### src/rtl/fu_pkg.sv
// Shared definitions for the function-unit arbiter slice.
// Holds the FS opcode encodings, the FS legality check, the arbitration
// mode encodings and the packed result payload carried from the
// FunctionUnit into the output register.
package fu_pkg;

  localparam int unsigned DATA_W  = 32;
  localparam int unsigned FS_W    = 4;
  localparam int unsigned SHAMT_W = 5;

  // Arbitration modes for fu_arbiter.PRIO_MODE
  localparam int unsigned PRIO_RR    = 0;
  localparam int unsigned PRIO_FIXED = 1;

  // FunctionUnit operation selects
  localparam logic [FS_W-1:0] FS_ADD  = 4'b0000;
  localparam logic [FS_W-1:0] FS_SUB  = 4'b1000;
  localparam logic [FS_W-1:0] FS_SLT  = 4'b0010;
  localparam logic [FS_W-1:0] FS_SLTU = 4'b0011;
  localparam logic [FS_W-1:0] FS_AND  = 4'b0111;
  localparam logic [FS_W-1:0] FS_OR   = 4'b0110;
  localparam logic [FS_W-1:0] FS_XOR  = 4'b0100;
  localparam logic [FS_W-1:0] FS_SLL  = 4'b0001;
  localparam logic [FS_W-1:0] FS_SRL  = 4'b0101;
  localparam logic [FS_W-1:0] FS_SRA  = 4'b1101;

  // Result payload: value plus flags plus illegal-op marker
  typedef struct packed {
    logic [DATA_W-1:0] result;
    logic              z;
    logic              c;
    logic              v;
    logic              err;
  } fu_res_t;

  // True for the ten implemented operation selects
  function automatic logic fs_legal(input logic [FS_W-1:0] fs);
    case (fs)
      FS_ADD, FS_SUB, FS_SLT, FS_SLTU, FS_AND,
      FS_OR, FS_XOR, FS_SLL, FS_SRL, FS_SRA: return 1'b1;
      default:                                return 1'b0;
    endcase
  endfunction

endpackage

### src/rtl/FunctionUnit.sv
// Combinational 32-bit function unit.
// Ports: a, b   - operands
//        fs     - operation select (see fu_pkg)
//        res_c  - result, Z/C/V flags and illegal-op flag (combinational)
// Shift amount comes from b[4:0]; arithmetic wraps modulo 2^32.
// C/V are meaningful for ADD/SUB only (C on SUB means "no borrow").
module FunctionUnit
  import fu_pkg::*;
(
  input  logic [DATA_W-1:0] a,
  input  logic [DATA_W-1:0] b,
  input  logic [FS_W-1:0]   fs,
  output fu_res_t           res_c
);

  logic                 is_sub;
  logic [DATA_W-1:0]    b_op;
  logic [DATA_W:0]      sum;
  logic [SHAMT_W-1:0]   shamt;

  // Shared adder: SUB is A + ~B + 1 so the carry-out is the no-borrow flag
  always_comb begin
    is_sub = (fs == FS_SUB);
    b_op   = is_sub ? ~b : b;
    sum    = {1'b0, a} + {1'b0, b_op} + (DATA_W+1)'(is_sub);
    shamt  = b[SHAMT_W-1:0];
  end

  // Operation decode
  always_comb begin
    res_c = '0;
    case (fs)
      FS_ADD, FS_SUB: begin
        res_c.result = sum[DATA_W-1:0];
        res_c.c      = sum[DATA_W];
        res_c.v      = (a[DATA_W-1] == b_op[DATA_W-1]) &&
                       (sum[DATA_W-1] != a[DATA_W-1]);
      end
      FS_SLT:  res_c.result = DATA_W'($signed(a) < $signed(b));
      FS_SLTU: res_c.result = DATA_W'(a < b);
      FS_AND:  res_c.result = a & b;
      FS_OR:   res_c.result = a | b;
      FS_XOR:  res_c.result = a ^ b;
      FS_SLL:  res_c.result = a << shamt;
      FS_SRL:  res_c.result = a >> shamt;
      FS_SRA:  res_c.result = DATA_W'($signed(a) >>> shamt);
      default: res_c.err    = 1'b1;
    endcase
    res_c.z = ~res_c.err && (res_c.result == '0);
  end

endmodule

### src/rtl/fu_arbiter.sv
// Two-port arbiter in front of a single FunctionUnit with a one-deep
// registered output stage (latency 1, valid/ready on both sides).
// Ports: clk, rst (async, active-high)
//        r0_*/r1_*  - request ports: valid/ready handshake, a, b, fs
//        out_*      - registered result: valid/ready, id, result, z/c/v, err
// PRIO_MODE: PRIO_RR (alternate on contention) or PRIO_FIXED (port 0 wins).
module fu_arbiter
  import fu_pkg::*;
#(
  parameter int unsigned PRIO_MODE = PRIO_RR
) (
  input  logic        clk,
  input  logic        rst,
  input  logic        r0_valid,
  output logic        r0_ready,
  input  logic [31:0] r0_a,
  input  logic [31:0] r0_b,
  input  logic [3:0]  r0_fs,
  input  logic        r1_valid,
  output logic        r1_ready,
  input  logic [31:0] r1_a,
  input  logic [31:0] r1_b,
  input  logic [3:0]  r1_fs,
  output logic        out_valid,
  input  logic        out_ready,
  output logic        out_id,
  output logic [31:0] out_result,
  output logic        out_z,
  output logic        out_c,
  output logic        out_v,
  output logic        out_err
);

  logic              last_grant;
  logic              rst_hold;   // set by reset, blocks the first edge after release
  logic              grant;
  logic              go;
  logic              accept;
  logic [DATA_W-1:0] sel_a;
  logic [DATA_W-1:0] sel_b;
  logic [FS_W-1:0]   sel_fs;
  fu_res_t           fu_res;
  fu_res_t           res_q;

  // Grant selection and ready generation
  always_comb begin
    if (r0_valid && r1_valid)
      grant = (PRIO_MODE == PRIO_FIXED) ? 1'b0 : ~last_grant;
    else
      grant = ~r0_valid;
    go       = ~rst_hold & (~out_valid | out_ready);
    r0_ready = go & r0_valid & ~grant;
    r1_ready = go & r1_valid &  grant;
    accept   = r0_ready | r1_ready;
    sel_a    = grant ? r1_a  : r0_a;
    sel_b    = grant ? r1_b  : r0_b;
    sel_fs   = grant ? r1_fs : r0_fs;
  end

  FunctionUnit u_fu (
    .a     (sel_a),
    .b     (sel_b),
    .fs    (sel_fs),
    .res_c (fu_res)
  );

  // Output stage and arbitration history
  always_ff @(posedge clk or posedge rst) begin
    if (rst) begin
      out_valid  <= 1'b0;
      out_id     <= 1'b0;
      res_q      <= '0;
      last_grant <= 1'b1;
      rst_hold   <= 1'b1;
    end else begin
      rst_hold <= 1'b0;
      if (accept) begin
        out_valid  <= 1'b1;
        out_id     <= grant;
        res_q      <= fu_res;
        last_grant <= grant;
      end else if (out_ready) begin
        out_valid <= 1'b0;
      end
    end
  end

  assign out_result = res_q.result;
  assign out_z      = res_q.z;
  assign out_c      = res_q.c;
  assign out_v      = res_q.v;
  assign out_err    = res_q.err;

endmodule

### config.mk
export PLATFORM = sky130hd
export DESIGN_NAME = fu_arbiter
export DESIGN_NICKNAME = d
export VERILOG_FILES = /design/src/rtl/fu_pkg.sv /design/src/rtl/FunctionUnit.sv /design/src/rtl/fu_arbiter.sv
export SDC_FILE = /design/constraint.sdc
export NUM_CORES = 1
export LEC_CHECK = 0
export BUFFER_PORTS_ARGS = -buffer_cell sky130_fd_sc_hd__buf_2
export CAP_MARGIN = 20
export CORE_MARGIN = 10
export CORE_UTILIZATION = 55
export DETAILED_ROUTE_END_ITERATION = 7
export PLACE_DENSITY_LB_ADDON = 0.1
export SLEW_MARGIN = 25
export SYNTH_ARGS = -nofsm -noshare
export SYNTH_HDL_FRONTEND = slang
export SYNTH_HIERARCHICAL = 1
export SYNTH_SLANG_ARGS = --single-unit
### constraint.sdc
create_clock -name clk -period 5.55 [get_ports clk]
set_clock_uncertainty 0.1 [all_clocks]
set_input_delay 0.2775 -clock clk [delete_from_list [all_inputs] [get_ports clk]]
set_output_delay 0.2775 -clock clk [all_outputs]
set_load 0.01 [all_outputs]
==> run_results.csv <==
group,metric,value,unit
outcome,status,"complete, no violations",
detailed_routing,avgRoutedWirePerCell,29.3,µm
worst_setup_path,timing_worst_setup_path_type,"flop to flop",
layout,multi_input_comb_area,10300,µm²
layout,nets,1947,
yosys,synth_cells,1491,
sta,finalCriticalPeriod,5.46,ns
worst_setup_path,crit_path_max_incr_delay,0.51,ns
worst_setup_path,critical_path.startpoint_type,"flop",
pwr,power.clock.fraction,9.2,%
layout,area.growth.synth_to_final,15.2,%
place,post_place_setup_slack,-0.143,ns
sta,achievable-frequency,0.183,GHz
place,numPortBuffers,180,
yosys,mappedNetlistNets,1761,
pwr,vdd_drop_max,0.169,mV
global_routing,grt_antenna_before_repair,2,
clocking,cts_tree,"done",
clocking,clkSlewWorstSetupHoldPaths,0.06,ns
clocking,clock_tree.htree_level_count,2,
detailed_routing,detail-route-antenna-nets,0,
detailed_routing,avgViaCountPerCell,7.16,
floorplanning,pin_count,181,
pwr,p_comb_share,78.9,%
clocking,clock_path_buffers,2,
place,gp_congestion,1.12,
yosys,synth-main-ff-cell,"sky130_fd_sc_hd__dfrtp_1",
detailed_routing,drcViolationCount,0,
global_routing,global_route.overflow_total,0,
sta,postLayoutSetupSlackWorst,0.0907,ns
pwr,p_per_area,260,nW/µm²
worst_setup_path,crit_family,"simple AND/OR/NAND/NOR gates",
place,detailed_place_hpwl,44.8,mm
global_routing,vias_in_the_first_global_route,13600,
yosys,syn_area_per_cell,8.16,µm²
layout,final_cell_count_no_fill,1959,
yosys,register_bit_total_from_synthesis,40,
pwr,switching_share,52.0,%
sta,report.final.setup_viol,0,
pwr,report.power.total,3.64,mW
worst_setup_path,end_kind,"flop",
floorplanning,design.die.area,28500,µm²
sta,tightestPinTransition,1.12,ns
yosys,asyncSetResetFlopFracSynth,100,%
sta,crit_share_post_route,98.4,%
layout,post_route_cells_drive_above_1_share,32.5,%
layout,final-seq-area,1000,µm²
sta,timing.final.hold_violations,0,
floorplanning,core,21800,µm²
sta,fin_hold_ws,0.0149,ns
detailed_routing,drt-total-wl,57.4,mm
floorplanning,fp-row-count,54,
worst_setup_path,critical_path.cell_chain,"o21ai_4 -> buf_6 -> buf_4 -> mux2_2 -> inv_1 -> ha_1 -> or4_1 -> nor3_1 -> buf_4 -> and3_1 -> o41ai_1 -> nand4_1 -> nand3_1 -> a2111oi_2 -> nor4bb_1 -> nor2b_1 -> mux2_2",
worst_setup_path,timing.critical_path.required,5.68,ns
floorplanning,initial_utilization,55.8,%
worst_setup_path,worst_path_max_delay_cell,"sky130_fd_sc_hd__mux2_2",
yosys,yosys_synthesis_warning_count,6,
min_path,min_path_type,"input pin to async pin",
clocking,cts_inserted_buffers,5,
worst_setup_path,path_buf_inv,4,
global_routing,grt_first_pass_wirelength,85.4,mm
job,drv.max_cap_violation_count,0,
worst_setup_path,reg2reg_slack,0.09,ns
sta,timing.max_slew.rel_slack,24.7,%
clocking,worst_skew_late_latency,0.29,ns
clocking,clockRootBuffer,"sky130_fd_sc_hd__clkbuf_16",
sta,drv_slew,0,
clocking,tritoncts_num_sinks,40,
layout,final_core_util,64.2,%
worst_setup_path,path_max_fanout,40,
global_routing,grt_use_total,38.4,%
layout,num-fill-cells,1924,
yosys,synth_enable_flop_cells,0,
detailed_routing,detailedRoute.firstIterationViolations,2096,
yosys,number_of_library_cell_types_mapped_by_synthesis,90,
place,placed_cells_incl_taps,1949,
floorplanning,die_width,169,µm
worst_setup_path,cp_data_arrival_time,5.59,ns
worst_setup_path,critPathLaunch,"last_grant",
floorplanning,die_height,169,µm
pwr,power.static_leakage,6.31,nW
pwr,power.internal,1.75,mW
detailed_routing,drt_first_pass_iters,6,
pwr,sw_pwr,1.89,mW
global_routing,largest_net_degree_at_the_start_of_global_routing,65,
worst_setup_path,rr_startpoint,"last_grant",
detailed_routing,route.vias.total,14000,
yosys,seq_area_frac_synth,8.25,%
pwr,seq_power_share,11.9,%
yosys,synth_area,12200,µm²
==> power groups by stage <==
stage / Clock (mW) / Sequential [mW] / Combinational [mW]
final: 0.335 / 0.434 / 2.87
after global routing: 0.354 / 0.446 / 3.02
after CTS: 0.341 / 0.435 / 2.74
after detailed placement: 0 / 0.438 / 2.72
after global placement: 0 / 0.430 / 2.69
after floorplan: 0 / 0.477 / 1.72
==> flip-flops by register name (all words and copies together) (netlist names) <==
register	flops
last_grant	1
out_c	1
out_err	1
out_id	1
out_result	32
out_v	1
out_valid	1
out_z	1
rst_hold	1
==> cell usage in the layout (no fill, tap or decap), drive strengths merged, types with 9 or more instances in the layout <==
cell type  instances
a211o             11
a211oi            32
a21oi             70
a221oi             9
a31oi             15
and2              16
and3              16
buf              296
dfrtp             38
ha               128
inv               98
mux2             142
mux2i             49
mux4              54
nand2            116
nand2b            17
nand3             30
nand4             18
nor2             104
nor2b             13
nor3              24
nor4              15
o211ai            22
o21a              13
o21ai             69
o22ai             24
o31ai             13
or3               11
or4               10
xnor2             38
==> metal layers <==
| metal | global-route usage (%) | vias up | part of all wire (%) |
|---|---|---|---|
| li1 | - | 6019 | - |
| met1 | 47.2 | 6652 | 37 |
| met2 | 57.4 | 1107 | 42 |
| met4 | 26.6 | 4 | 8.1 |
| met3 | 10.2 | 245 | 12 |
| met5 | 0 | - | 0.042 |
==> final timing paths <==
check,endpoint,depth (start not counted)
worst max-delay path,out_z,17
worst min-delay path,out_id,3
worst max register to register,out_z,17
worst min register to register,out_result[13],1
max in group asynchronous,out_result[29],3
min in group clk,last_grant,3
==> worst reg2reg max path: stages, from the launching register on <==
cell and delay [ns]:
sky130_fd_sc_hd__dfstp_2 0.39, sky130_fd_sc_hd__o21ai_4 0.25, sky130_fd_sc_hd__buf_6 0.37, sky130_fd_sc_hd__buf_4 0.41, sky130_fd_sc_hd__mux2_2 0.52, sky130_fd_sc_hd__inv_1 0.10
sky130_fd_sc_hd__ha_1 0.26, sky130_fd_sc_hd__or4_1 0.50, sky130_fd_sc_hd__nor3_1 0.29, sky130_fd_sc_hd__buf_4 0.18, sky130_fd_sc_hd__and3_1 0.30, sky130_fd_sc_hd__o41ai_1 0.25
sky130_fd_sc_hd__nand4_1 0.16, sky130_fd_sc_hd__nand3_1 0.25, sky130_fd_sc_hd__a2111oi_2 0.40, sky130_fd_sc_hd__nor4bb_1 0.36, sky130_fd_sc_hd__nor2b_1 0.16, sky130_fd_sc_hd__mux2_2 0.15
==> cell usage after synthesis (11+ instances only) <==
library cell | number | area, µm²
sky130_fd_sc_hd__mux2_2 | 138 | 1550
sky130_fd_sc_hd__ha_1 | 128 | 1600
sky130_fd_sc_hd__nand2_1 | 116 | 435
sky130_fd_sc_hd__nor2_1 | 104 | 390
sky130_fd_sc_hd__inv_1 | 97 | 364
sky130_fd_sc_hd__clkbuf_1 | 71 | 267
sky130_fd_sc_hd__a21oi_1 | 70 | 350
sky130_fd_sc_hd__o21ai_0 | 68 | 340
sky130_fd_sc_hd__mux4_2 | 54 | 1220
sky130_fd_sc_hd__mux2i_1 | 49 | 490
sky130_fd_sc_hd__dfrtp_1 | 38 | 951
sky130_fd_sc_hd__xnor2_1 | 38 | 333
sky130_fd_sc_hd__a211oi_1 | 32 | 240
sky130_fd_sc_hd__nand3_1 | 30 | 150
sky130_fd_sc_hd__o22ai_1 | 24 | 150
sky130_fd_sc_hd__nor3_1 | 23 | 115
sky130_fd_sc_hd__o211ai_1 | 22 | 165
sky130_fd_sc_hd__nand4_1 | 18 | 113
sky130_fd_sc_hd__nand2b_1 | 17 | 106
sky130_fd_sc_hd__and2_1 | 16 | 100
sky130_fd_sc_hd__and3_1 | 16 | 100
sky130_fd_sc_hd__a31oi_1 | 15 | 93.8
sky130_fd_sc_hd__nor4_1 | 15 | 93.8
sky130_fd_sc_hd__buf_1 | 14 | 52.6
sky130_fd_sc_hd__buf_2 | 14 | 70.1
sky130_fd_sc_hd__buf_6 | 13 | 146
sky130_fd_sc_hd__o21a_1 | 13 | 97.6
sky130_fd_sc_hd__nor2b_1 | 12 | 75.1
sky130_fd_sc_hd__o31ai_1 | 12 | 90.1
sky130_fd_sc_hd__a211o_1 | 11 | 96.3
sky130_fd_sc_hd__or3_1 | 11 | 68.8
==> what timing repair did <==
item / 4_1_cts / 5_1_grt
pin swaps: 0 / 1
hold buffers: 0 / 0
setup endpoints to repair: 1 / 1
buffers inserted: 0 / 1
resized for setup: 1 / 19
==> layout make-up <==
class	count	share of cell area, %
Antenna cell	1	0.0179
Clock buffer	6	0.919
Clock inverter	2	0.250
Inverter	98	2.62
Multi-Input combinational cell	1236	73.6
Sequential cell	40	7.16
Tap cell	280	2.50
Timing Repair Buffer	296	12.9
==> cells by family (layout without fill, tap and decap cells) <==
family	Yosys count	count (layout)	synth area share, %
other	1	2	0.0308
muxes	245	245	27.3
xor gates and xnor gates	41	41	2.95
buffers and inverters	215	402	7.71
adders and majority gates	129	129	13.3
DFF	40	40	8.25
and+or+nand+nor	426	426	17.7
AOI/OAI and AO/OA	394	394	22.8
==> per-stage QoR <==
stage,setup TNS (ns),instance area (µm²)
3_5_place_dp,-0.143,13800
5_1_grt,-0.0790,14000
3_3_place_gp,0,13800
4_1_cts,0,13900
6_report,0,14000
2_1_floorplan,0,12200
(Power assumes the default switching activity.)
